===== src/rtl/uart_tx_arb.sv =====
// Multi-channel UART transmitter: round-robin arbiter feeding one serialiser (start, LSB-first data, optional even parity, stop bits).
// Latency: grant in cycle t -> start bit on txd and busy high from cycle t+1; every bit lasts CLK_DIV cycles.
// Backpressure: req_ready pulses one-hot only in IDLE or the last stop-bit cycle; other requesters hold req_valid and wait.
//
// Ports:
//   clk, rst      : single clock, synchronous active-high reset
//   req_valid     : per-channel request, held while a word is pending
//   req_data      : channel i word in [i*DATA_W +: DATA_W], stable while valid
//   req_ready     : combinational one-hot accept pulse
//   txd           : registered serial output, idles high
//   busy          : registered, high while a frame is on the line
// Optional feature: define UART_TX_PARITY_EN to insert an even-parity bit after the data bits.

module uart_tx_arb #(
    parameter int CLK_DIV   = 434,
    parameter int DATA_W    = 8,
    parameter int N_CH      = 4,
    parameter int STOP_BITS = 1
) (
    input  logic                     clk,
    input  logic                     rst,
    input  logic [N_CH-1:0]          req_valid,
    input  logic [N_CH*DATA_W-1:0]   req_data,
    output logic [N_CH-1:0]          req_ready,
    output logic                     txd,
    output logic                     busy
);

    localparam int CW = (CLK_DIV > 1) ? $clog2(CLK_DIV) : 1;
    localparam int BW = $clog2(DATA_W);
    localparam int PW = (N_CH > 1) ? $clog2(N_CH) : 1;

    localparam logic [CW-1:0] CNT_LOAD  = CW'(CLK_DIV - 1);
    localparam logic [BW-1:0] LAST_DATA = BW'(DATA_W - 1);
    localparam logic [BW-1:0] LAST_STOP = BW'(STOP_BITS - 1);
    localparam logic [PW-1:0] LAST_CH   = PW'(N_CH - 1);

    typedef enum logic [2:0] {
        S_IDLE,
        S_START,
        S_DATA,
`ifdef UART_TX_PARITY_EN
        S_PAR,
`endif
        S_STOP
    } state_t;

    state_t              state_q, state_d;
    logic [CW-1:0]       cnt_q, cnt_d;
    logic [BW-1:0]       bit_q, bit_d;
    logic [DATA_W-1:0]   shreg_q, shreg_d;
    logic [PW-1:0]       rr_q, rr_d;
    logic                txd_q, txd_d;
    logic                busy_q, busy_d;
`ifdef UART_TX_PARITY_EN
    logic                par_q, par_d;
`endif

    logic                bit_end;
    logic                arb_en;
    logic                grant_vld;
    logic                grant;
    logic [PW-1:0]       grant_idx;
    logic [PW-1:0]       rr_next;
    logic [DATA_W-1:0]   grant_word;

    // Round-robin pick. Scanning from the far end down means the last hit
    // written is the nearest valid channel at or above rr_q.
    always_comb begin
        grant_vld = 1'b0;
        grant_idx = '0;
        for (int k = N_CH - 1; k >= 0; k--) begin
            if (req_valid[(int'(rr_q) + k) % N_CH]) begin
                grant_vld = 1'b1;
                grant_idx = PW'((int'(rr_q) + k) % N_CH);
            end
        end
    end

    // Arbitration only when the line is free or about to be: IDLE, or the
    // very last cycle of the final stop bit (gives gapless back-to-back frames).
    assign bit_end    = (cnt_q == '0);
    assign arb_en     = (state_q == S_IDLE) ||
                        ((state_q == S_STOP) && bit_end && (bit_q == LAST_STOP));
    assign grant      = grant_vld && arb_en && !rst;
    assign req_ready  = grant ? (N_CH'(1) << grant_idx) : '0;
    assign grant_word = req_data[int'(grant_idx)*DATA_W +: DATA_W];
    assign rr_next    = (grant_idx == LAST_CH) ? '0 : grant_idx + 1'b1;

    always_comb begin
        state_d = state_q;
        cnt_d   = cnt_q;
        bit_d   = bit_q;
        shreg_d = shreg_q;
        rr_d    = rr_q;
`ifdef UART_TX_PARITY_EN
        par_d   = par_q;
`endif

        if (state_q != S_IDLE) begin
            cnt_d = bit_end ? CNT_LOAD : cnt_q - 1'b1;
        end

        case (state_q)
            S_IDLE: begin
            end
            S_START: begin
                if (bit_end) begin
                    state_d = S_DATA;
                    bit_d   = '0;
                end
            end
            S_DATA: begin
                if (bit_end) begin
                    shreg_d = shreg_q >> 1;
                    if (bit_q == LAST_DATA) begin
`ifdef UART_TX_PARITY_EN
                        state_d = S_PAR;
`else
                        state_d = S_STOP;
`endif
                        bit_d   = '0;
                    end else begin
                        bit_d = bit_q + 1'b1;
                    end
                end
            end
`ifdef UART_TX_PARITY_EN
            S_PAR: begin
                if (bit_end) begin
                    state_d = S_STOP;
                    bit_d   = '0;
                end
            end
`endif
            S_STOP: begin
                if (bit_end) begin
                    if (bit_q == LAST_STOP) begin
                        state_d = S_IDLE;
                    end else begin
                        bit_d = bit_q + 1'b1;
                    end
                end
            end
            default: begin
                state_d = S_IDLE;
            end
        endcase

        // A grant overrides the IDLE/stop-end decision and starts a new frame.
        if (grant) begin
            state_d = S_START;
            cnt_d   = CNT_LOAD;
            shreg_d = grant_word;
            rr_d    = rr_next;
`ifdef UART_TX_PARITY_EN
            // Parity is captured up front because the shift register is consumed.
            par_d   = ^grant_word;
`endif
        end

        // txd/busy are registered, so they are derived from the next state.
        case (state_d)
            S_START: txd_d = 1'b0;
            S_DATA:  txd_d = shreg_d[0];
`ifdef UART_TX_PARITY_EN
            S_PAR:   txd_d = par_q;
`endif
            default: txd_d = 1'b1;
        endcase
        busy_d = (state_d != S_IDLE);
    end

    always_ff @(posedge clk) begin
        if (rst) begin
            state_q <= S_IDLE;
            cnt_q   <= '0;
            bit_q   <= '0;
            shreg_q <= '0;
            rr_q    <= '0;
            txd_q   <= 1'b1;
            busy_q  <= 1'b0;
`ifdef UART_TX_PARITY_EN
            par_q   <= 1'b0;
`endif
        end else begin
            state_q <= state_d;
            cnt_q   <= cnt_d;
            bit_q   <= bit_d;
            shreg_q <= shreg_d;
            rr_q    <= rr_d;
            txd_q   <= txd_d;
            busy_q  <= busy_d;
`ifdef UART_TX_PARITY_EN
            par_q   <= par_d;
`endif
        end
    end

    assign txd  = txd_q;
    assign busy = busy_q;

endmodule

===== config.mk =====
export PLATFORM = sky130hd
export DESIGN_NAME = uart_tx_arb
export DESIGN_NICKNAME = d
export VERILOG_FILES = /design/src/rtl/uart_tx_arb.sv
export SDC_FILE = /design/constraint.sdc
export NUM_CORES = 1
export LEC_CHECK = 0
export BUFFER_PORTS_ARGS = -buffer_cell sky130_fd_sc_hd__buf_2
export CAP_MARGIN = 20
export CORE_ASPECT_RATIO = 0.5
export CORE_MARGIN = 2
export CORE_UTILIZATION = 53
export DETAILED_ROUTE_END_ITERATION = 6
export HOLD_SLACK_MARGIN = 0.03
export PLACE_DENSITY_LB_ADDON = 0.15
export SYNTH_ARGS = -nofsm -noshare
export SYNTH_HDL_FRONTEND = slang
export SYNTH_SLANG_ARGS = --single-unit

===== constraint.sdc =====
create_clock -name clk -period 2.4 [get_ports clk]
set_clock_uncertainty 0.1 [all_clocks]
set_input_delay 0.24 -clock clk [delete_from_list [all_inputs] [get_ports clk]]
set_output_delay 0.24 -clock clk [all_outputs]
set_load 0.05 [all_outputs]

==> metrics.md, run 1 <==
| Metric | Value |
|---|---|
| Clock power share | 0.216 |
| Fmax | 440 MHz |
| Simple-gate share of the synthesized area | 0.213 |
| Worst path required time | 2.06 ns |
| Largest delay share family, worst path | simple AND/OR/NAND/NOR gates |
| Final period util | 0.947 |
| CP Class | flip-flop to output port |
| Status | completed |
| Compound-Gate Fraction of Synth Area | 0.188 |
| HP Class | input port to flip-flop |
| Hpwl dp | about 2800 um |
| Worst path max stage delay | 0.38 ns |
| Final Critical Period | approximately 2.3 ns |
| XOR/XNOR Fraction of Synth Area | 0.0143 |
| Fin nets | roughly 310 |
| Leading cell types by count after synthesis | mux2i_1 (32), dfxtp_1 (27), nor2_1 (26), a21oi_1 (20), nand2_1 (10) |
| Initial DRC Count | 97 |
| Setup_tns | 0 ns |
| Total grt overflow | 0 |
| Post-Synth Adder-Cell Area | 0.0611 |
| Main combinational cell family by area after synthesis | simple AND/OR/NAND/NOR gates |
| Vias in the first global route | ~1400 |
| # IOs | 44 |
| Clock-pin slew on the worst setup and hold paths | ~0.090 ns |
| TritonCTS buffer count | 3 |
| Seq cells post-synth | 27 |
| Largest area contributor in the netlist | dfxtp_1 |
| Flop pwr share | 0.444 |
| Switching part of the total power | 0.339 |
| Remaining antenna violation count | 0 |
| Placer Congestion | 0.808 |
| Final Hold Viols | 0 |
| Share of cells above drive strength 1 | 0.292 |
| Antenna diode count | 0 |
| WL final | around 3700 um |
| Max Buffers Root-to-Sink | 2 |
| Post-synthesis mux area share | 0.174 |
| Hold_buf cts | 0 |
| I/O Buffers | between 40 and 50 |
| Fin Hold WS | between 0.2 and 0.3 ns |
| Post-synthesis cell type count | 44 |
| Chip height | 45.7 um |
| Vias per cell | roughly 5.5 |
| CTS tree | done |
| Pint | 811 uW |
| Post-synth top area share | 0.293 |
| Critical-path top delay cell | dfxtp_2 |
| Tot GR Track Use | 0.192 |
| Final setup viols | 0 |
| Async SR Flop Fraction | 0 |
| Lkg Pwr | just under 1 nW |
| Largest cells by area after synthesis | dfxtp_1 (29%), mux2i_1 (17%), ha_1 (6.1%) |
| Antenna violations before repair | 0 |
| Core Footprint | 0.00338 mm2 |
| Worst-Margin Slew | ~0.5 ns |
| Ys Warns | 0 |
| Crit path DAT | 1.93 ns |
| Initial core utilization | 0.545 |
| Layout area overhead | 20.7% |
| Die W | 87.4 um |
| Total chip power | between 1 and 1.5 mW |
| Sequential-to-total area share from yosys stat | 0.293 |
| H-tree levels | 1 |
| Post-synthesis instance total | 212 |
| Net Count, Synth | approximately 260 |
| RSZ-0062 raised after global routing | false |
| DRC | 0 |
| Crit. End Element | output port |
| Critical path fanouts, max | 5 |
| Comb power frac | 0.341 |
| Post-synth EDFFs | 0 |
| P per Cell Area | 552 mW/mm2 |
| Sw power | between 400 and 500 uW |
| Sink Count | 27 |
| Filler cell count | ~290 |
| Peak supply drop | about 0.26 mV |
| Clock root cell | clkbuf_8 |
| Largest net degree at the start of global routing | 24 |
| First drt pass iteration count | 4 |
| Synthesized area per cell | just under 9 um2 |
| Main flop type after synthesis | dfxtp_1 |
| Worst relative slew slack | 0.664 |
| Worst Path Buf+Inv | 2 |
| Kind of start point of the critical path | flip-flop |
| CP Cell Sequence | inv_1 > ha_1 > and2b_2 > and3_4 > a41oi_4 > nor2_4 > and3_1 > buf_6 |
| Slew Viols, Final | 0 |
| Count leader, synth | mux2i_1 |
| Cell Area, Synth | approximately 0.0018 mm2 |
| DR vias | 1630 |
| Latest clock arrival within the worst-skew pair | 0.27 ns |
| Site Rows | 15 |
| Max_cap viols | 0 |
| First-pass GRT wire length | approximately 5900 um |
| Total die area | roughly 0.004 mm2 |
| WL/cell | around 13 um |
## cell families (layout without fill, tap and decap cells)
| logic type | count (synthesis) | in the layout |
|---|---|---|
| buf+inv | 20 | 65 |
| fa+ha+maj | 9 | 9 |
| xor+xnor | 3 | 3 |
| compound gates | 47 | 47 |
| mux | 32 | 32 |
| other cells | 1 | 1 |
| flops | 27 | 27 |
| simple gates | 73 | 73 |
## worst reg2reg max path, delay by kind of cell (launching register included)
family                     cells  cell delay, ns
and+or+nand+nor                3            0.91
AOI/OAI and AO/OA              1            0.40
DFF                            1            0.35
adders and majority gates      1            0.14
muxes                          1            0.10
buffers and inverters          1            0.08
## state kept, by name (all words and copies together) (netlist names)
signal	count
rr_q	2
txd	1
bit_q	3
busy	1
cnt_q	9
shreg_q	8
state_q	3
## routing by layer
layer	global-route usage	share of wire	vias to the layer above
met5	0	0	-
met2	0.326	0.45	53
li1	-	-	843
met3	0.0489	0.053	8
met1	0.248	0.49	726
met4	0.0554	0.014	0
## worst paths after layout
check,endpoint,depth (start not counted),from,slack [ns]
max,req_ready[3],8,cnt_q[0],0.13
min reg2reg,cnt_q[8],1,cnt_q[8],0.39
max reg2reg,txd,7,cnt_q[0],0.21
min,shreg_q[0],4,req_data[0],0.25
## power by group through the flow
stage / Sequential (mW) / Combinational [mW] / Clock (mW)
final: 0.544 / 0.418 / 0.265
after global routing: 0.553 / 0.463 / 0.296
after CTS: 0.542 / 0.393 / 0.273
after detailed placement: 0.552 / 0.391 / 0
after global placement: 0.551 / 0.384 / 0
after floorplan: 0.550 / 0.299 / 0
## cell type report
cell class / count / area (um2) / share of cell area
clock buffers: 3 / 41.3 / 0.0186
clock inverters: 1 / 7.51 / 0.00338
inverters: 9 / 33.8 / 0.0152
multi-input cells: 165 / 1240 / 0.557
flip-flops and latches: 27 / 543 / 0.244
well taps: 42 / 52.6 / 0.0236
repair buffers: 52 / 308 / 0.138
## what timing repair did
item / CTS / global route
setup buffers: 0 / 3
pin swaps: 0 / 2
endpoints found under the setup margin: 4 / 4
resized for setup: 3 / 18
## layout by cell type (no fill, tap or decap), drive strengths merged, types with 2 or more instances in the layout
cell type,netlist,routed
a211oi,5,5
a21oi,20,20
a311oi,2,2
and3,5,5
buf,7,52
clkbuf,4,3
dfxtp,27,27
ha,9,9
inv,9,9
mux2i,32,32
nand2,10,10
nand2b,2,2
nand3,5,5
nor2,26,26
nor2b,4,4
nor3,9,9
o21a,8,8
o21ai,3,3
o311a,2,2
or3,5,5
xnor2,2,2
## through the flow
step	setup WS, ns	instance area [um2]	utilization	cells
after global routing	0.0382	2220	0.658	299
after detailed placement	0.199	2090	0.619	292
after global placement	0.237	2090	0.619	292
after floorplan	0.230	1840	-	212
after CTS	0.00132	2150	0.636	296
final	0.126	2220	0.658	299
No activity file was read; power rests on OpenSTA's default activity.
==> run 2: changes to the inputs <==
--- a/config.mk
+++ b/config.mk
@@ -12,6 +12,7 @@
 export CORE_UTILIZATION = 53
 export DETAILED_ROUTE_END_ITERATION = 6
 export HOLD_SLACK_MARGIN = 0.03
+export MAX_ROUTING_LAYER = met4
 export PLACE_DENSITY_LB_ADDON = 0.15
 export SYNTH_ARGS = -nofsm -noshare
 export SYNTH_HDL_FRONTEND = slang
==> run 2 against run 1 <==
Effect of this change:
- power about the same
- non-clock buffer count unchanged
- clock-buffer cell count is the same
- first-iteration DRC count did not move
- sequential cell count stayed put
- cell area unchanged
- sequential share of layout area unchanged
- core utilization unchanged
- combinational power about the same
- clock power hardly changed
- global-route usage up 0.61 points
==> metrics.md, run 2 (synthesis results as in run 1) <==
| Metric | Value |
|---|---|
| Status | completed (unchanged) |
| Chip height | 45.7 um (unchanged) |
| RSZ-0062 raised after global routing | false (unchanged) |
| Crit path DAT | 1.93 ns (about the same) |
| Filler cell count | 287 (unchanged) |
| P per Cell Area | 552 mW/mm2 (about the same) |
| Layout area overhead | 20.7% (unchanged) |
| TritonCTS buffer count | 3 (unchanged) |
| Sink Count | 27 (unchanged) |
| Peak supply drop | 0.255 mV (was 0.256 mV) |
| Critical path fanouts, max | 5 (unchanged) |
| Largest regs | cnt_q (9), shreg_q (8) (unchanged) |
| Routed wl met3 | 202 um (was 200 um) |
| Hold_buf cts | 0 (unchanged) |
| Fin nets | 305 (unchanged) |
| Top Layer Used | met4 (unchanged) |
| Fmax | 440 MHz (about the same) |
| Sequential cell area | 543 um2 (unchanged) |
| Total chip power | 1.23 mW (about the same) |
| Placed cell areas | 0.00209 mm2 (unchanged) |
| CP Class | flip-flop to output port (unchanged) |
| Remaining antenna violation count | 0 (unchanged) |
| Design Area, Final | 0.00222 mm2 (unchanged) |
| Fin Hold WS | 0.254 ns (was 0.253 ns) |
| Total die area | 0.00399 mm2 (unchanged) |
| Largest net degree at the start of global routing | 24 (unchanged) |
| DRC | 0 (unchanged) |
| Hpwl dp | 2760 um (unchanged) |
| Initial DRC Count | 97 (unchanged) |
| Most frequent cells in the layout | buf_2 (39), mux2i_1 (32), nor2_1 (25), dfxtp_1 (25), a21oi_1 (20) (unchanged) |
| Critical-path top delay cell | dfxtp_2 (unchanged) |
| I/O Buffers | 43 (unchanged) |
| Antenna diode count | 0 (unchanged) |
| Worst path required time | 2.06 ns (about the same) |
| Antenna violations before repair | 0 (unchanged) |
| First drt pass iteration count | 4 (unchanged) |
| Routed length on met1 | 1820 um (about the same) |
| Final period util | 0.946 (was 0.947) |
| Most common cell after layout, fill and taps aside | buf_2 (unchanged) |
| WL/cell | 12.5 um (about the same) |
| Total grt overflow | 0 (unchanged) |
| Setup_tns | 0 ns (unchanged) |
| Share of cells above drive strength 1 | 0.292 (unchanged) |
| Largest reg by FF count | cnt_q (unchanged) |
| Slew Viols, Final | 0 (unchanged) |
| Clock-pin slew on the worst setup and hold paths | 0.09 ns (about the same) |
| HP Class | input port to flip-flop (unchanged) |
| First-pass GRT wire length | 5930 um (was 5920 um) |
| CP Cell Sequence | inv_1 > ha_1 > and2b_2 > and3_4 > a41oi_4 > nor2_4 > and3_1 > buf_6 (unchanged) |
| # IOs | 44 (unchanged) |
| Placer Congestion | 0.820 (was 0.808) |
| H-tree levels | 1 (unchanged) |
| Kind of start point of the critical path | flip-flop (unchanged) |
| Tot GR Track Use | 0.198 (was 0.192) |
| Vias in the first global route | 1373 (unchanged) |
| Die W | 87.4 um (unchanged) |
| Clock root cell | clkbuf_8 (unchanged) |
| Final Critical Period | 2.27 ns (about the same) |
| DR vias | 1622 (was 1630) |
| Largest register FFs | 9 (unchanged) |
| Vias per cell | 5.42 (was 5.45) |
| Routed wl met2 | 1660 um (was 1670 um) |
| Final Hold Viols | 0 (unchanged) |
| WL final | 3730 um (was 3750 um) |
| Max Buffers Root-to-Sink | 2 (unchanged) |
| Site Rows | 15 (unchanged) |
| Multi-input logic area | 0.00124 mm2 (unchanged) |
| Worst path max stage delay | 0.38 ns (about the same) |
| Latest clock arrival within the worst-skew pair | 0.27 ns (about the same) |
| Lkg Pwr | 0.988 nW (unchanged) |
| Core Footprint | 0.00338 mm2 (unchanged) |
| Final setup viols | 0 (unchanged) |
| Crit. End Element | output port (unchanged) |
| CTS tree | done (unchanged) |
| Max_cap viols | 0 (unchanged) |
| Initial core utilization | 0.545 (unchanged) |
[run 2: layout make-up]
class | instances | area share
flip-flops and latches | 27 | 0.244
clock buffers | 3 | 0.0186
repair buffers | 52 | 0.138
multi-input cells | 165 | 0.557
inverters | 9 | 0.0152
well taps | 42 | 0.0236
clock inverters | 1 | 0.00338
[run 2: through the flow]
stage                     setup slack [ns]  std cells  utilization
after detailed placement             0.199        292        0.619
after CTS                          0.00132        296        0.636
after global placement               0.237        292        0.619
final                                0.128        299        0.658
after global routing                0.0381        299        0.658
after floorplan                      0.230        212            -
[run 2: worst paths after layout]
check / to / slack (ns) / depth (start not counted) / from
worst min register to register: cnt_q[8] / 0.39 / 1 / cnt_q[8]
worst max register to register: txd / 0.21 / 7 / cnt_q[0]
worst min-delay path: shreg_q[0] / 0.25 / 4 / req_data[0]
worst max-delay path: req_ready[3] / 0.13 / 8 / cnt_q[0]
[run 2: timing repair]
action | in CTS | in global routing
endpoints found under the setup margin | 4 | 4
gates cloned | 0 | 0
pin swaps | 0 | 2
resized for setup | 3 | 18
setup buffers | 0 | 3
[run 2: worst max-delay path, delay by kind of cell, from the launching register on]
| family | cells | cell delay, ns |
|---|---|---|
| buf+inv | 2 | 0.22 |
| compound gates | 1 | 0.20 |
| simple gates | 4 | 0.67 |
| fa+ha+maj | 1 | 0.19 |
| flops | 1 | 0.38 |
[run 2: power by group]
group | total, mW | switching [mW] | internal (mW)
Combinational | 0.418 | 0.219 | 0.199
Clock | 0.264 | 0.146 | 0.118
Sequential | 0.544 | 0.0498 | 0.494
[run 2: metal layers]
metal	vias up	track usage
met1	722	0.248
met3	6	0.0489
li1	843	-
met2	51	0.326
met5	-	-
met4	0	0.0554
